### src/rtl/lsu_mem_ctrl.sv
// lsu_mem_ctrl: MEM-stage load/store controller (req/ack bus, strobes, extension); optional LSU_MISALIGN_TRAP_EN
module lsu_mem_ctrl #(
  parameter int ADDR_WIDTH = 32
) (
  input  logic                  clk,
  input  logic                  rst_n,
  input  logic                  MemReadM,
  input  logic                  MemWriteM,
  input  logic [1:0]            MemStrobeM,
  input  logic                  LoadUnsignedM,
  input  logic [ADDR_WIDTH-1:0] ALUResultM,
  input  logic [31:0]           WriteDataM,
  output logic [31:0]           ReadDataM,
  output logic                  StallMem,
  output logic                  MisalignM,
  output logic                  bus_req,
  output logic                  bus_we,
  output logic [ADDR_WIDTH-1:0] bus_addr,
  output logic [3:0]            bus_wstrb,
  output logic [31:0]           bus_wdata,
  input  logic [31:0]           bus_rdata,
  input  logic                  bus_ack
);
  typedef enum logic [1:0] {IDLE, BUSY, DONE} state_t;
  state_t state, state_nx;
  logic       op, trap;
  logic [1:0] a_lo, size, lo;
  logic       uns;
  logic [3:0] strb;
  logic [31:0] wdata, ext;
  logic [15:0] lane;
  assign op = (MemReadM | MemWriteM) && MemStrobeM != 2'b00;
  assign bus_req = state == BUSY;
`ifdef LSU_MISALIGN_TRAP_EN
  assign trap = op && ((MemStrobeM == 2'b10 && ALUResultM[0]) || (MemStrobeM == 2'b11 && ALUResultM[1:0] != 2'b00));
  assign a_lo = ALUResultM[1:0];
  // misalignment pulse is registered so it lines up with the DONE cycle
  always_ff @(posedge clk)
    MisalignM <= rst_n && state == IDLE && trap;
`else
  assign trap = 1'b0;
  assign a_lo = MemStrobeM == 2'b11 ? 2'b00 : MemStrobeM == 2'b10 ? {ALUResultM[1], 1'b0} : ALUResultM[1:0];
  assign MisalignM = 1'b0;
`endif
  // lane strobes, replicated store data and extended load lane
  always_comb begin
    strb = !MemWriteM ? 4'b0000 : MemStrobeM == 2'b01 ? 4'b0001 << a_lo : MemStrobeM == 2'b10 ? 4'b0011 << a_lo : 4'b1111;
    wdata = MemStrobeM == 2'b01 ? {4{WriteDataM[7:0]}} : MemStrobeM == 2'b10 ? {2{WriteDataM[15:0]}} : WriteDataM;
    lane = 16'(bus_rdata >> {lo, 3'b000});
    ext = size == 2'b01 ? {{24{lane[7] & ~uns}}, lane[7:0]} : size == 2'b10 ? {{16{lane[15] & ~uns}}, lane} : bus_rdata;
  end
  // next-state and pipeline stall
  always_comb begin
    state_nx = state;
    StallMem = 1'b0;
    case (state)
      IDLE: begin
        StallMem = op;
        state_nx = !op ? IDLE : trap ? DONE : BUSY;
      end
      BUSY: begin
        StallMem = 1'b1;
        state_nx = bus_ack ? DONE : BUSY;
      end
      default: state_nx = IDLE;
    endcase
  end
  // state, bus request registers and load result
  always_ff @(posedge clk)
    if (!rst_n) begin
      state <= IDLE;
      bus_we <= 1'b0;
      bus_addr <= '0;
      bus_wstrb <= 4'b0000;
      bus_wdata <= 32'b0;
      ReadDataM <= 32'b0;
      size <= 2'b00;
      lo <= 2'b00;
      uns <= 1'b0;
    end else begin
      state <= state_nx;
      if (state == IDLE && op && !trap) begin
        bus_we <= MemWriteM;
        bus_addr <= {ALUResultM[ADDR_WIDTH-1:2], 2'b00};
        bus_wstrb <= strb;
        bus_wdata <= wdata;
        size <= MemStrobeM;
        lo <= a_lo;
        uns <= LoadUnsignedM;
      end
      if (state == IDLE && trap) ReadDataM <= 32'b0;
      if (state == BUSY && bus_ack && !bus_we) ReadDataM <= ext;
    end
endmodule

### config.mk
export PLATFORM = sky130hd
export DESIGN_NAME = lsu_mem_ctrl
export DESIGN_NICKNAME = d
export VERILOG_FILES = /design/src/rtl/lsu_mem_ctrl.sv
export SDC_FILE = /design/constraint.sdc
export NUM_CORES = 1
export LEC_CHECK = 0
export ABC_AREA = 1
export CAP_MARGIN = 20
export CORE_ASPECT_RATIO = 1.5
export CORE_MARGIN = 3
export CORE_UTILIZATION = 48
export DETAILED_ROUTE_END_ITERATION = 12
export GPL_ROUTABILITY_DRIVEN = 1
export PLACE_DENSITY = 0.86
export SLEW_MARGIN = 10
export SYNTH_ARGS = -nofsm -noshare
export SYNTH_HDL_FRONTEND = slang
export SYNTH_SLANG_ARGS = --single-unit
### constraint.sdc
create_clock -name clk -period 2.2 [get_ports clk]
set_input_delay 0.44 -clock clk [delete_from_list [all_inputs] [get_ports clk]]
set_output_delay 0.44 -clock clk [all_outputs]
set_load 0.01 [all_outputs]
== Word level (Yosys, flattened, before mapping) ==
Cells that the tools add are included.

* Input port bits: 104
* Register bits: 106
* Output and inout port bits: 104

* Muxes and demuxes: 13
* Shift-type cells: 3
* Equal/unequal tests: 6
* Reductions and logical operators: 7
* Bitwise operators: 4

{| class="wikitable"
|+ Operators with widths
! cell !! number
|-
| 2-to-1 mux 32 bit || 4
|-
| >> shifter 32 x 5 -> 16 bit || 1
|-
| 2-to-1 mux 4 bit || 3
|-
| equality test 2 x 1 -> 1 bit (second input constant) || 3
|-
| equality test 2 bit (second input constant) || 3
|-
| logical AND 1 bit || 4
|-
| 2-to-1 mux 2 bit || 2
|-
| case mux 2 bit (2 select lines) || 1
|-
| left shift 1 x 2 -> 4 bit (first input constant) || 1
|-
| left shift 2 x 2 -> 4 bit (first input constant) || 1
|-
| AND 1 bit || 2
|-
| logical NOT 2 bit || 1
|-
| 2-to-1 mux 1 bit || 2
|-
| case mux 1 bit (2 select lines) || 1
|-
| nonzero test 2 bit || 1
|-
| logical NOT 1 bit || 1
|-
| NOT 1 bit || 1
|-
| OR 1 bit || 1
|}

== Logic depth before layout (Yosys ltp) ==
* Depth after elaboration: 7
* Gate-level depth with buffers: 10
* Depth with buffers taken out: 10

== Worst setup path before layout ==
OpenSTA, ideal clock, no wires.

* Path kind: in2reg
* Start point: input port MemStrobeM[1]
* End point: register bus_wstrb[2]
* Slack: 0.661 ns
* Data arrival time: 1.411 ns
* Setup time: 0.128 ns
* Required time: 2.072 ns
* Cell stages on the path: 10
* Buffers on the path: 0
* Path through: inv_1 > nor2_4 > nor2_1 > inv_1 > ha_1 > inv_1 > nand2_1 > nand3_1 > o21a_1 > nor2_1

* Cells in the longest elaborated chain, start to end: 7
* Elaborated cells between the ends (all ways): 13
* Those cells by class: 3 x eq/ne; 2 x shift; 5 x mux; 3 x reduce/logical

{| class="wikitable"
|+ RTL lines
! item !! line !! RTL
|-
| start: declaration || 9 || <nowiki>input logic [1:0] MemStrobeM,</nowiki>
|-
| equality test 2 bit || 42 || <nowiki>assign a_lo = MemStrobeM == 2'b11 ? 2'b00 : MemStrobeM == 2'b10 ? {ALUResultM[1], 1'b0} : ALUResultM[1:0];</nowiki>
|-
| 2-to-1 mux 1 bit || 42 ||
|-
| 2-to-1 mux 2 bit * || 42 ||
|-
| named net a_lo[0] || 27 || <nowiki>logic [1:0] a_lo, size, lo;</nowiki>
|-
| left shift 2 x 2 -> 4 bit || 47 || <nowiki>strb = !MemWriteM ? 4'b0000 : MemStrobeM == 2'b01 ? 4'b0001 << a_lo : MemStrobeM == 2'b10 ? 4'b0011 << a_lo : ...</nowiki>
|-
| 2-to-1 mux 4 bit || 47 ||
|-
| 2-to-1 mux 4 bit * (2 in series) || 47 ||
|-
| end signal: assignment || 85 || <nowiki>bus_wstrb <= strb;</nowiki>
|-
| end: declaration || 19 || <nowiki>output logic [3:0] bus_wstrb,</nowiki>
|}

Mark *: on every way through the listed nets, which the timed path passes. The rest lies on a longest branch.
A chain may end at the register's enable or synchronous reset.

== Final worst setup path ==
* Start point: input port MemWriteM
* End point: output port StallMem

* Cells in the longest elaborated chain, start to end: 3

{| class="wikitable"
|+ RTL lines
! item !! line !! RTL
|-
| start: declaration || 8 || <nowiki>input logic MemWriteM,</nowiki>
|-
| OR 1 bit || 32 || <nowiki>assign op = (MemReadM | MemWriteM) && MemStrobeM != 2'b00;</nowiki>
|-
| logical AND 1 bit || 32 ||
|-
| case mux 1 bit (2 select lines) || 56 || <nowiki>case (state)</nowiki>
|-
| end: declaration || 14 || <nowiki>output logic StallMem,</nowiki>
|}

Every way passes these cells.

==> impl_results.md <==
* Startpoint class of the critical path: input pin
* Vias in the first global route at 5,343
* Non-Filler Instances at 1,168
* Final cycle utilization of the critical path at 91.6%
* Crit. End Element: output port
* Worst-path clk slew at 0.07 ns
* Final setup margin at 0.186 ns
* Number of DRC markers in iteration 0 at 236
* Full die area at 12,400 um2
* Uppermost layer routed: met4
* Share of layout cells above drive strength 1 at 6.05%
* Status: complete, no violations
* Worst-skew pair later-pin latency at 0.34 ns
* CTS tree: done
* Kind of critical path: input pin to output port
* Most used DFF post-synth: dfxtp_1
* Largest net degree at the start of global routing at 54
* Max Slew Vio Count at 0
* CTS root buffer: clkbuf_16
* Vias at 5,654
* NumNets Final at 1,128
* Post-Syn Area at 5300 um2
* Avg WL per Cell at 13.3 um
* Syn Area/Cell at 6.39 um2
* Cell with the most instances after synthesis: nand2_1
* Antenna violation net count after detailed routing at 0
* Number of CTS-inserted buffers at 9
* RSZ-0062 raised after global routing: false
* Clk buf depth at 2
* Met3 wire length at 1230 um
* Fin util at 72.7%
* Total Wirelength at 15,600 um
* IO Pins at 208
* EDFF count, synth at 0
* Dpl cells at 1,153
* Worst r2r dst: bus_addr[20]$_SDFFE_PN0P_
* Number of H-tree levels at 3
* R2r startpoint: state[0]$_SDFF_PN0_
* Max-cap violations at 0
* Pre-CTS setup slack at -0.103 ns
* Gate Count Post-Synth at 829
* Inserted Diodes at 0
* Core Region at 10,700 um2
* TritonRoute pass-1 iters at 4
* Max VDD drop at 0.539 mV
* Final Hold Viols at 0
* Reg2Reg Setup Slack at 0.48 ns
* Vias per cell at 4.84
* Critical Path AT at 1.57 ns
* CP Data Required Time at 1.76 ns
* Initial Utilization at 49.5%
* Synth top cells by count: 303 x nand2_1, 106 x dfxtp_1, 98 x nor2_1, 73 x inv_1, 70 x a21oi_1
* Aggregate negative setup slack at 0 ns
* Post-synthesis sequential area ratio at 40.0%
* Post-DP HPWL at 11,600 um
* TritonCTS sink count at 106
* Area grow syn2layout at 46.9%
* DR DRC count at 0
* Post-synth top area cell: dfxtp_1
* GR Util All Layers at 25.1%
* Relative slew slack at 65.0%
* CTS Hold Bufs at 0
* Ranking of synthesized cells by area: dfxtp_1 40%, nand2_1 21%, nor2_1 6.9%
* FMAX at 496 MHz
* Setup Skew at 0.00726 ns
* Yosys warns at 0
* Distinct cells, synth at 22
* Critical path peak fanout at 2
* Row count at 46
* Global-route wire length before repair at 25,200 um
* I/O Buffers at 204
* Hold_sp: bus_addr[4]$_SDFFE_PN0P_
* Routed met1 length at 5660 um
* Top-area cell type share of the netlist area at 40.0%
* GRT overflow at 0
* Hold depth at 2
* #FFs+latches synth at 106
* Tightest Pin Transition at 0.524 ns
* Setup-failing EPs final at 0
* Pwr per Cell Area at 686 nW/um2
* Die H at 135 um
* Chip width at 91.8 um
* Worst Hold Class: flop to flop
* Clock period minus worst slack at 2.01 ns
* Placed cell area at 7450 um2
* Routability cong. at 0.914
* Length of routed met2 wiring at 8150 um
* Worst reg-to-reg path cell count at 6
* Design Area, Final at 7790 um2
* Leakage power at 0.00360 uW
* Ys async rst share at 0%
* Endpoint, Worst Hold: bus_addr[4]$_SDFFE_PN0P_
* Initial antenna violation count at 0
worst max path at each step:
stage                             start                         to  cells past startpoint
after global routing          MemWriteM  bus_addr[21]$_SDFFE_PN0P_                      8
after detailed placement      MemWriteM  bus_addr[14]$_SDFFE_PN0P_                      8
after global placement        MemWriteM                   StallMem                      6
after CTS                     MemWriteM                   StallMem                      6
final                         MemWriteM                   StallMem                      6
after floorplan           MemStrobeM[1]  bus_wstrb[2]$_SDFFE_PN0P_                     10
state kept, by name, summed over array words and instances, names as in the netlist:
name and cells:
ReadDataM 32, bus_addr 30, bus_wdata 32, bus_we 1, bus_wstrb 4, lo 2, size 2, state 2
uns 1
layout make-up:
class	instances	area, um2
multi-input combinational	591	2550
fill	911	2920
inverter	84	315
clock buffer	12	267
timing repair buffer	228	2280
tap	144	180
clock inverter	3	68.8
sequential	106	2120
cells in the final DEF (no fill, tap or decap), types with 4 or more instances in the layout:
cell type,netlist,layout
ha_1,4,4
nor2_1,98,98
nor2_4,4,4
nand2_1,303,303
o21ai_0,26,26
o21ai_1,6,6
dfxtp_1,106,106
buf_12,0,5
clkbuf_16,0,9
a21oi_1,70,70
inv_2,11,12
clkdlybuf4s50_1,0,203
inv_1,73,72
nand3_1,66,66
buf_4,15,19
routing by layer:
layer	track usage, %	vias up
met5	0	-
li1	-	2924
met4	11.5	0
met3	7.08	36
met1	27.2	2491
met2	44.8	203
per-stage QoR:
stage / hold slack [ns] / power [uW]
2_1_floorplan: 0.448 / 2930
3_3_place_gp: 0.450 / 3570
3_5_place_dp: 0.456 / 3590
4_1_cts: 0.466 / 5390
5_1_grt: 0.481 / 5610
6_report: 0.464 / 5340
worst max-delay path, stage by stage:
cell             delay (ns)
clkdlybuf4s50_1        0.48
nor2_1                 0.05
nor2_1                 0.16
nand2_2                0.07
o21ai_0                0.06
dlygate4sd2_1          0.30
repair_timing:
item | 4_1_cts | 5_1_grt
endpoints found under the setup margin | 1 | 0
setup buffers | 0 | 0
gates resized for setup | 1 | 0
report_power, final:
group	switching [uW]	internal, uW	total, uW
Clock	708	1090	1800
Sequential	87.2	2080	2160
Combinational	709	675	1380
Total	1500	3840	5340
cells by family (layout without fill, tap and decap cells):
family / count (synthesis) / in the layout / share of synthesized area (%)
AND/OR/NAND/NOR: 479 / 479 / 36.9
other: 1 / 3 / 0.0708
AO/OA/AOI/OAI: 105 / 105 / 10.1
flip-flops: 106 / 106 / 40.0
adder cells (fa/ha/maj): 4 / 4 / 0.944
buffers and inverters: 134 / 327 / 12.0
(Power assumes the default switching activity.)
